===== src/rtl/if_stage_fetch_unit.sv =====
// ----------------------------------------------------------------------------
// if_stage_fetch_unit
//   Instruction-fetch stage plus IF/ID pipeline register of the 5-stage core.
//   Owns the fetch PC, keeps at most one request outstanding to a
//   variable-latency instruction memory, buffers the returned word, applies
//   branch redirects resolved in ID, and hands either the buffered
//   instruction or a NOP bubble to ID under the hazard unit's
//   stall/flush/enable controls.
//
// Ports
//   clk, rst         core clock; synchronous active-high reset
//   PC_EN_IF         PC may advance or redirect this cycle
//   reg_FD_EN        IF/ID load enable
//   reg_FD_stall     IF/ID hold request
//   reg_FD_flush     IF/ID clear to bubble (highest priority)
//   Branch_ID        taken branch/jump resolved in ID
//   PC_branch_ID     redirect target
//   imem_req         one-cycle request strobe (asserted only in FETCH)
//   imem_addr        request address, equal to PC_IF
//   imem_valid       response strobe, 1..N cycles after imem_req
//   imem_rdata       response instruction word
//   PC_IF            current fetch PC
//   PC_ID            PC of the instruction held in IF/ID
//   inst_ID          instruction held in IF/ID
//   valid_ID         inst_ID is a real instruction (0 = bubble)
// ----------------------------------------------------------------------------
module if_stage_fetch_unit #(
  parameter logic [31:0] RESET_PC = 32'h0000_0000,
  parameter logic [31:0] NOP_INST = 32'h0000_0013
) (
  input  logic        clk,
  input  logic        rst,
  input  logic        PC_EN_IF,
  input  logic        reg_FD_EN,
  input  logic        reg_FD_stall,
  input  logic        reg_FD_flush,
  input  logic        Branch_ID,
  input  logic [31:0] PC_branch_ID,
  output logic        imem_req,
  output logic [31:0] imem_addr,
  input  logic        imem_valid,
  input  logic [31:0] imem_rdata,
  output logic [31:0] PC_IF,
  output logic [31:0] PC_ID,
  output logic [31:0] inst_ID,
  output logic        valid_ID
);

  localparam int unsigned XLEN = 32;

  // FETCH: request issued; WAIT: response pending; READY: buffer holds a
  // word not yet consumed; KILL: response pending but must be discarded.
  typedef enum logic [1:0] {
    S_FETCH = 2'd0,
    S_WAIT  = 2'd1,
    S_READY = 2'd2,
    S_KILL  = 2'd3
  } state_t;

  state_t            r_state;
  logic [XLEN-1:0]   r_pc_if;
  logic [XLEN-1:0]   r_pc_id;
  logic [XLEN-1:0]   r_inst_id;
  logic              r_valid_id;
  logic [XLEN-1:0]   r_buf;

  logic              w_redirect;
  logic              w_fd_hold;
  logic              w_load;
  logic [XLEN-1:0]   w_pc_plus4;

  // A redirect is only honoured when the PC is allowed to change.
  assign w_redirect = Branch_ID & PC_EN_IF;

  // IF/ID keeps its contents when stalled or not enabled.
  assign w_fd_hold  = reg_FD_stall | ~reg_FD_EN;

  // Buffer is consumed exactly once: READY, PC may advance, no redirect,
  // and IF/ID is neither flushed nor held.
  assign w_load     = (r_state == S_READY) & PC_EN_IF & ~w_redirect &
                      ~reg_FD_flush & ~w_fd_hold;

  // Wraps modulo 2^32 by construction.
  assign w_pc_plus4 = r_pc_if + XLEN'(4);

  // PC, IF/ID register, fetch buffer and fetch FSM.
  always_ff @(posedge clk) begin
    if (rst) begin
      r_state    <= S_FETCH;
      r_pc_if    <= RESET_PC;
      r_pc_id    <= '0;
      r_inst_id  <= NOP_INST;
      r_valid_id <= 1'b0;
      r_buf      <= NOP_INST;
    end else begin
      // Fetch PC: redirect wins over sequential advance.
      if (w_redirect) begin
        r_pc_if <= PC_branch_ID;
      end else if (w_load) begin
        r_pc_if <= w_pc_plus4;
      end

      // IF/ID register: flush > hold > load > bubble.
      if (reg_FD_flush) begin
        r_inst_id  <= NOP_INST;
        r_valid_id <= 1'b0;
      end else if (w_fd_hold) begin
        r_inst_id  <= r_inst_id;
        r_valid_id <= r_valid_id;
      end else if (w_load) begin
        r_inst_id  <= r_buf;
        r_pc_id    <= r_pc_if;
        r_valid_id <= 1'b1;
      end else begin
        r_inst_id  <= NOP_INST;
        r_valid_id <= 1'b0;
      end

      // Fetch FSM; imem_valid is only observed in WAIT and KILL.
      case (r_state)
        S_FETCH: begin
          r_state <= w_redirect ? S_KILL : S_WAIT;
        end
        S_WAIT: begin
          if (w_redirect) begin
            // Response in the same cycle is stale; otherwise drain it in KILL.
            r_state <= imem_valid ? S_FETCH : S_KILL;
          end else if (imem_valid) begin
            r_buf   <= imem_rdata;
            r_state <= S_READY;
          end
        end
        S_READY: begin
          if (w_redirect || w_load) begin
            r_state <= S_FETCH;
          end
        end
        S_KILL: begin
          // A redirect here only moves the PC; the old response must still drain.
          if (imem_valid) begin
            r_state <= S_FETCH;
          end
        end
        default: begin
          r_state <= S_FETCH;
        end
      endcase
    end
  end

  // Request strobe is a state decode, masked so nothing is issued while
  // reset is held.
  assign imem_req  = (r_state == S_FETCH) & ~rst;
  assign imem_addr = r_pc_if;
  assign PC_IF     = r_pc_if;
  assign PC_ID     = r_pc_id;
  assign inst_ID   = r_inst_id;
  assign valid_ID  = r_valid_id;

endmodule

===== config.mk =====
export PLATFORM = sky130hd
export DESIGN_NAME = if_stage_fetch_unit
export DESIGN_NICKNAME = d
export VERILOG_FILES = /design/src/rtl/if_stage_fetch_unit.sv
export SDC_FILE = /design/constraint.sdc
export NUM_CORES = 1
export LEC_CHECK = 0
export CAP_MARGIN = 20
export CORE_ASPECT_RATIO = 1.25
export CORE_UTILIZATION = 60
export CTS_CLUSTER_SIZE = 12
export DETAILED_ROUTE_END_ITERATION = 6
export DONT_BUFFER_PORTS = 1
export GPL_ROUTABILITY_DRIVEN = 0
export PLACE_DENSITY = 0.79
export SLEW_MARGIN = 20
export SYNTH_ARGS = -nofsm -noshare
export SYNTH_HDL_FRONTEND = slang
export SYNTH_SLANG_ARGS = --single-unit

===== constraint.sdc =====
create_clock -name clk -period 2.5 [get_ports clk]
set_input_delay 0.625 -clock clk [delete_from_list [all_inputs] [get_ports clk]]
set_output_delay 0.625 -clock clk [all_outputs]
set_load 0.005 [all_outputs]

== Word-level counts from Yosys, hierarchy flattened ==
Cells that the tools add are included.

* Bits of input ports: 72
* Register bits: 131

* Eq/ne operators: 6
* Muxes and demuxes: 11
* Bitwise logic cells: 12
* Reduce and logical (&&, ||, !) cells: 7
* Add/subtract/negate cells: 1

{| class="wikitable"
|+ Operator list
! cell !! count
|-
| $mux 32 || 3
|-
| $add 32x3->32 const B || 1
|-
| $mux 2 || 6
|-
| $reduce_and 3->1 || 3
|-
| $pmux 2 s4 || 1
|-
| $and 1x1->1 || 6
|-
| $not 1->1 || 5
|-
| $eq 2x2->1 const B || 2
|-
| $ne 3x3->1 const B || 1
|-
| $eq 2x1->1 const B || 1
|-
| $logic_not 2->1 || 1
|-
| $ne 2x1->1 const B || 1
|-
| $ne 2x2->1 const B || 1
|-
| $reduce_bool 2->1 || 1
|-
| $reduce_or 2->1 || 1
|-
| $logic_or 1x1->1 || 1
|-
| $mux 1 || 1
|-
| $or 1x1->1 || 1
|}

== Longest topological paths before layout ==
Gate-level depths: netlist (run 1).

* Depth in word-level cells: 8
* Mapped depth: 7
* Gate-level depth less buffers: 5

== Least setup slack after synthesis (run 1) ==
Ideal clock, no wire load.

* Path type: input to register
* Start: input reg_FD_stall
* End: register r_pc_if[16] (netlist: PC_IF[16])
* Cell stages on the path: 6
* Data arrival time: 2,179 ps
* Path buffers: 2
* Data required time: 2,409 ps
* Setup slack: 230 ps
* Library setup time: 91 ps
* Cell sequence: nand4bb_1 > clkbuf_1 > or4_1 > clkbuf_1 > or3_1 > a311oi_1

* Word-level cells in the longest chain between the ends: 4

{| class="wikitable"
|+ Ends and longest elaborated chain
! element !! line !! RTL
|-
| start: declaration || 35 || <nowiki>input logic reg_FD_stall,</nowiki>
|-
| $or 1x1->1 || 76 || <nowiki>assign w_fd_hold = reg_FD_stall | ~reg_FD_EN;</nowiki>
|-
| $not 1->1 (no line) || - ||
|-
| $and 1x1->1 || 81 || <nowiki>~reg_FD_flush & ~w_fd_hold;</nowiki>
|-
| $reduce_bool 2->1 (no line) || - ||
|-
| end signal: assignment || 98 || <nowiki>r_pc_if <= PC_branch_ID;</nowiki>
|-
| end signal: assignment || 100 || <nowiki>r_pc_if <= w_pc_plus4;</nowiki>
|-
| end: declaration || 61 || <nowiki>logic [XLEN-1:0] r_pc_if;</nowiki>
|}

Every way passes these cells.
A chain may end at the register's enable or synchronous reset.

== Worst setup path after layout (run 1) ==
* Start: register r_pc_if[13] (netlist: PC_IF[13])
* End: register r_pc_if[28] (netlist: PC_IF[28])

* Word-level cells in the longest chain between the ends: 3

{| class="wikitable"
|+ Ends and longest elaborated chain
! element !! line !! RTL
|-
| $add 32x3->32 || 84 || <nowiki>assign w_pc_plus4 = r_pc_if + XLEN'(4);</nowiki>
|-
| $mux 32 || 99 || <nowiki>end else if (w_load) begin</nowiki>
|-
| $mux 32 || 97 || <nowiki>if (w_redirect) begin</nowiki>
|}

Every way passes these cells. The select of a mux whose other input is x is not followed.

==> flow_summary.toml, run 1 <==
[placed_design]
place_ws_ns = 0.0773
placedCellCount = 759
place_hpwl_um = 9910
portBuffers = 0

[global_routing]
grt_max_degree = 106
number_of_antenna_violations_at_the_first_check_in_global_routing = 0
grt.overflow.total = 0
grt_pass1_wl_um = 23200
number_of_global_route_vias_before_repair = 4760
globalRouteTotalUtil = 0.316

[job]
cap_violations = 0

[timing]
timing.final.max_slew_violations = 0
fin_worst_skew_ns = 0.00970
grt_setup_unrepaired = "no"
relSlewSlack = 0.603
tightest_slew_ns = 0.596
max_freq_ghz = 0.434
final.setup.worst_slack_ns = 0.197
hold_violations = 0
final_layout_setup_total_negative_slack_ns = 0
setup_viol_count_final = 0
hold_slack_ns = 0.168
final.period_utilization = 0.921
finalCriticalPeriod_ns = 2.30

[cts]
postCtsSetupBuffers = 0
clk_transition_reported_paths_ns = 0.06
tritoncts = "yes"
cts.sink_count = 131
clock_buffer_count_from_cts = 17
number_of_buffers_added_to_fix_hold_violations_after_cts = 0
ctsLongestPathBuffers = 2
ctsResizeCount = 0
cts-htree-levels = 4
insertion_delay_ns = 0.52
clock_tree.root_cell = "clkbuf_8"

[setup_path]
worst_path_dominant_cell_family = "simple AND/OR/NAND/NOR gates"
cp_slowest_stage_delay_ns = 0.70
rrSetupSlack_ns = 0.20
setup.worst_path.class = "flip-flop to flip-flop"
crit_path_cell_trace = "nand4_1 > or4_1 > o41a_1 > a2111oi_1"
worst-endpoint-arrival_ns = 2.71
critical_path.startpoint_type = "flip-flop"
worst_ep_required_time_ns = 2.91
path_buf_inv = 0
critPathMaxFanout = 8
endpoint_kind = "flip-flop"
cp_slowest_cell = "or4_1"

[power_and_ir_drop]
switchingPower_mw = 1.17
seq_power_share = 0.410
fin_total_pwr_mw = 5.45
switching_share = 0.214
peakVddDrop_mv = 0.561
internal-power_mw = 4.28
power_frac_comb = 0.050
power.share.clock = 0.540
power.density_nw_per_um2 = 876
static-leakage-power_nw = 2.07

[final_layout]
fin_cells = 790
mostFrequentLayoutCells = "nand2_1, dfxtp_1, a21oi_1, nor2_1, buf_4"
synthToLayoutAreaGrowth_pct = 12.2
sequential_cell_area_in_the_final_layout_sq_um = 2620
nets = 731
fillCellCount = 710
layout_commonest_cell = "nand2_1"
antenna-diode-count = 0
multi_input_comb_area_sq_um = 2500
final_layout_size_suffix_gt1_frac = 0.104

[synth]
yosys.area_share.xor_xnor = 0.0142
synth_sequential_area_ratio = 0.473
synth.avg_cell_area_sq_um = 8.04
netlist_instances = 689
synth_top_family_by_area = "simple AND/OR/NAND/NOR gates"
synth.yosys.warnings = 0
arithmetic_cell_share_of_the_synthesized_area_counting_full_adders_half_adders_and_majority_gates = 0.00226
muxShareOfSynthArea = 0
synth_area_sq_um = 5540
synth_compound_area_frac = 0.164
synth_seq_cells = 131
netlist-cell-type-count = 48
synth_simple_gate_area_frac = 0.268
net_count_after_synthesis = 762

[drt]
firstDrtPassIters = 5
first_iter_violations = 304
wl_per_instance_um = 19.3
via_count = 4984
ant_nets = 0
wirelength_um = 15300
avgViaCountPerCell = 6.31
drcViolationCount = 0

[floorplanning]
initial_core_util = 0.627
die_width_um = 88.0
die_footprint_sq_um = 9630
core_sq_um = 8840
floorplan.rows = 38
chipHeight_um = 109
ios = 202

[worst_hold_path]
classification_of_the_worst_slack_hold_path = "input port to flip-flop"

[outcome]
outcome = "complete, no violations"
[logic make-up after synthesis]
group,Yosys count
xor+xnor,9
buf+inv,83
simple gates,323
compound gates,142
flops,131
fa+ha+maj,1
[power by group through the flow]
stage	Clock (mW)	Combinational, mW	Sequential (mW)
4_1_cts	2.96	0.272	2.23
3_3_place_gp	0	0.258	2.27
2_1_floorplan	0	0.244	2.26
6_report	2.94	0.274	2.23
5_1_grt	3.07	0.301	2.24
3_5_place_dp	0	0.267	2.27
[layer usage]
layer	up-vias	track usage	wire [um]
li1	2305	-	-
met1	2388	0.345	5670
met2	255	0.533	7700
met3	36	0.128	1540
met4	0	0.146	362
met5	-	0	0
[sequential cells by signal, indices dropped and copies added (netlist names)]
name      flops
PC_ID        32
PC_IF        32
inst_ID      32
r_buf        32
r_state       2
valid_ID      1
[stage by stage]
stage          instance area, sq um   util
2_1_floorplan                  5540      -
3_3_place_gp                   5520  0.625
3_5_place_dp                   5520  0.625
4_1_cts                        6220  0.703
5_1_grt                        6220  0.703
6_report                       6220  0.703
[Yosys cell counts, drive strengths merged]
cell type | n | area (sq um)
nand2 | 164 | 616
dfxtp | 131 | 2620
a21oi | 66 | 330
nor2 | 65 | 244
clkbuf | 43 | 161
buf | 38 | 267
a22oi | 29 | 218
nor4 | 19 | 119
a311oi | 13 | 114
nand4 | 13 | 87.6
a211oi | 10 | 75.1
or3 | 10 | 65.1
nand3 | 9 | 45.0
nor3 | 7 | 35.0
o21ai | 7 | 35.0
nor3b | 6 | 45.0
and2 | 5 | 31.3
and4 | 5 | 43.8
xnor2 | 5 | 43.8
xor2 | 4 | 35.0
a31oi | 3 | 18.8
and3 | 3 | 18.8
nand2b | 3 | 18.8
nand3b | 3 | 22.5
o22ai | 3 | 18.8
o31a | 3 | 27.5
a2111oi | 2 | 18.8
nor2b | 2 | 12.5
o311ai | 2 | 17.5
o31ai | 2 | 15.0
or4 | 2 | 15.0
or4b | 2 | 20.0
a31o | 1 | 8.76
and4b | 1 | 10.0
clkinv | 1 | 3.75
ha | 1 | 12.5
inv | 1 | 3.75
nand4b | 1 | 8.76
nand4bb | 1 | 11.3
nor4bb | 1 | 10.0
o41a | 1 | 11.3
or2 | 1 | 6.26
[worst paths after layout]
path	start	to	depth (start not counted)
setup / recovery	PC_IF[13]$_SDFFE_PP0P_	PC_IF[28]$_SDFFE_PP0P_	4
setup reg to reg	PC_IF[13]$_SDFFE_PP0P_	PC_IF[28]$_SDFFE_PP0P_	4
hold / removal	rst	r_buf[30]$_SDFFE_PP0P_	1
hold reg to reg	r_buf[23]$_SDFFE_PP0P_	r_buf[23]$_SDFFE_PP0P_	2
[layout make-up]
cell class,count,area share
Sequential cell,131,0.422
Multi-Input combinational cell,475,0.402
Clock buffer,18,0.0672
Clock inverter,13,0.0449
Timing Repair Buffer,31,0.0394
Tap cell,120,0.0241
Inverter,2,0.00121
(Power assumes the default switching activity.)
==> inputs of run 2 (changes only) <==
Settings changed: ABC_AREA set to 0, CORE_ASPECT_RATIO 1.25 to not set, SKIP_CTS_REPAIR_TIMING set to 1.
==> flow_summary.toml, run 2 (synthesized netlist as in run 1, its figures left out) <==
[timing]
hold_violations = 0
grt_setup_unrepaired = "no"
tightest_slew_ns = 0.587
final.period_utilization = 0.946
max_freq_ghz = 0.423
finalCriticalPeriod_ns = 2.36
relSlewSlack = 0.608
timing.final.max_slew_violations = 0
setup_viol_count_final = 0
fin_worst_skew_ns = 0.0130
final_layout_setup_total_negative_slack_ns = 0
hold_slack_ns = 0.191

[cts]
clk_transition_reported_paths_ns = 0.06
tritoncts = "yes"
clock_buffer_count_from_cts = 17
ctsLongestPathBuffers = 2
cts-htree-levels = 4
clock_tree.root_cell = "clkbuf_8"
cts.sink_count = 131
insertion_delay_ns = 0.50

[final_layout]
nets = 731
layout_commonest_cell = "nand2_1"
synthToLayoutAreaGrowth_pct = 9.30
mostFrequentLayoutCells = "nand2_1, dfxtp_1, a21oi_1, nor2_1, buf_4"
utilization = 0.685
antenna-diode-count = 0
final_layout_size_suffix_gt1_frac = 0.106

[worst_hold_path]
hold_path_sink = "r_buf[28]$_SDFFE_PP0P_"
hold_path_depth = 1
hold_path_startpoint = "rst"
classification_of_the_worst_slack_hold_path = "input port to flip-flop"

[setup_path]
number_of_cells_on_the_worst_reg_to_reg_path = 4
setup.worst_path.class = "flip-flop to flip-flop"
crit_path_cell_trace = "nand4_2 > or4_1 > o41a_1 > a2111oi_1"
endpoint_kind = "flip-flop"
critPathMaxFanout = 8
worst_r2r_startpoint = "PC_IF[19]$_SDFFE_PP0P_"
worst_ep_required_time_ns = 2.86
rrSetupSlack_ns = 0.14
cp_slowest_stage_delay_ns = 0.71
cp_slowest_cell = "or4_1"
worst-endpoint-arrival_ns = 2.73
path_buf_inv = 0
regToRegEndpoint = "PC_IF[28]$_SDFFE_PP0P_"
critical_path.startpoint_type = "flip-flop"
worst_path_dominant_cell_family = "simple AND/OR/NAND/NOR gates"

[drt]
wl_met2_um = 6790
wl_met3_um = 1500
drcViolationCount = 13
first_iter_violations = 382
highest-signal-layer = "met4"
firstDrtPassIters = 7
wl_per_instance_um = 18.3
via_count = 4898
ant_nets = 0
wirelength_um = 14300
avgViaCountPerCell = 6.29
route.layer.met1.wl_um = 5660

[global_routing]
number_of_antenna_violations_at_the_first_check_in_global_routing = 0
grt.overflow.total = 0
grt_max_degree = 106
globalRouteTotalUtil = 0.298
number_of_global_route_vias_before_repair = 4652
grt_pass1_wl_um = 22900

[power_and_ir_drop]
fin_total_pwr_mw = 4.85
switchingPower_mw = 1.24
power.density_nw_per_um2 = 800
power_frac_comb = 0.056
internal-power_mw = 3.61
power.share.clock = 0.485
peakVddDrop_mv = 0.654
seq_power_share = 0.459
switching_share = 0.256
static-leakage-power_nw = 2.00

[floorplanning]
core_sq_um = 8850
die_footprint_sq_um = 9630
chipHeight_um = 98.1
die_width_um = 98.1
floorplan.rows = 34
ios = 202
initial_core_util = 0.626

[outcome]
outcome = "finished, violations left"
violations = "design-rule violations"

[placed_design]
place_hpwl_um = 9530
portBuffers = 0

[job]
cap_violations = 0
-- run 2: worst register-to-register path, cell delays in order, from the launching register on --
cell and delay [ns]:
dfxtp_1 0.50, nand4_2 0.22, or4_1 0.71, o41a_1 0.41
a2111oi_1 0.38
-- run 2: final cells by class --
cell class	count	area, sq um
Inverter	2	7.51
Clock inverter	14	145
Tap cell	108	135
Fill cell	742	2790
Timing Repair Buffer	31	233
Clock buffer	18	418
Sequential cell	131	2620
Multi-Input combinational cell	475	2500
-- run 2: through the flow --
step	setup slack, ns	area, sq um	cells
after floorplan	0.230	5540	689
after global routing	0.0196	6060	779
after global placement	0.164	5500	747
after detailed placement	0.119	5500	747
after CTS	0.151	6060	779
final	0.136	6060	779
-- run 2: power by group through the flow --
stage	Clock, mW	Combinational, mW	Sequential, mW
floorplan	0	0.244	2.26
global placement	0	0.259	2.27
detailed placement	0	0.268	2.27
CTS	2.38	0.270	2.22
global route	2.47	0.301	2.24
finish	2.35	0.272	2.23
-- run 2: per-layer routing --
metal	up-vias	global-route usage
met5	-	0
met4	0	0.132
met3	35	0.102
met2	277	0.477
met1	2271	0.364
li1	2315	-
-- run 2: worst max path at each step --
stage | start | cells past startpoint | slack (ns) | endpoint
floorplan | reg_FD_stall | 6 | 0.23 | PC_IF[16]$_SDFFE_PP0P_
global placement | reg_FD_flush | 6 | 0.16 | PC_IF[19]$_SDFFE_PP0P_
detailed placement | reg_FD_stall | 4 | 0.12 | PC_IF[26]$_SDFFE_PP0P_
CTS | PC_IF[19]$_SDFFE_PP0P_ | 4 | 0.15 | PC_IF[28]$_SDFFE_PP0P_
global route | PC_IF[19]$_SDFFE_PP0P_ | 4 | 0.02 | PC_IF[28]$_SDFFE_PP0P_
finish | PC_IF[19]$_SDFFE_PP0P_ | 4 | 0.14 | PC_IF[28]$_SDFFE_PP0P_
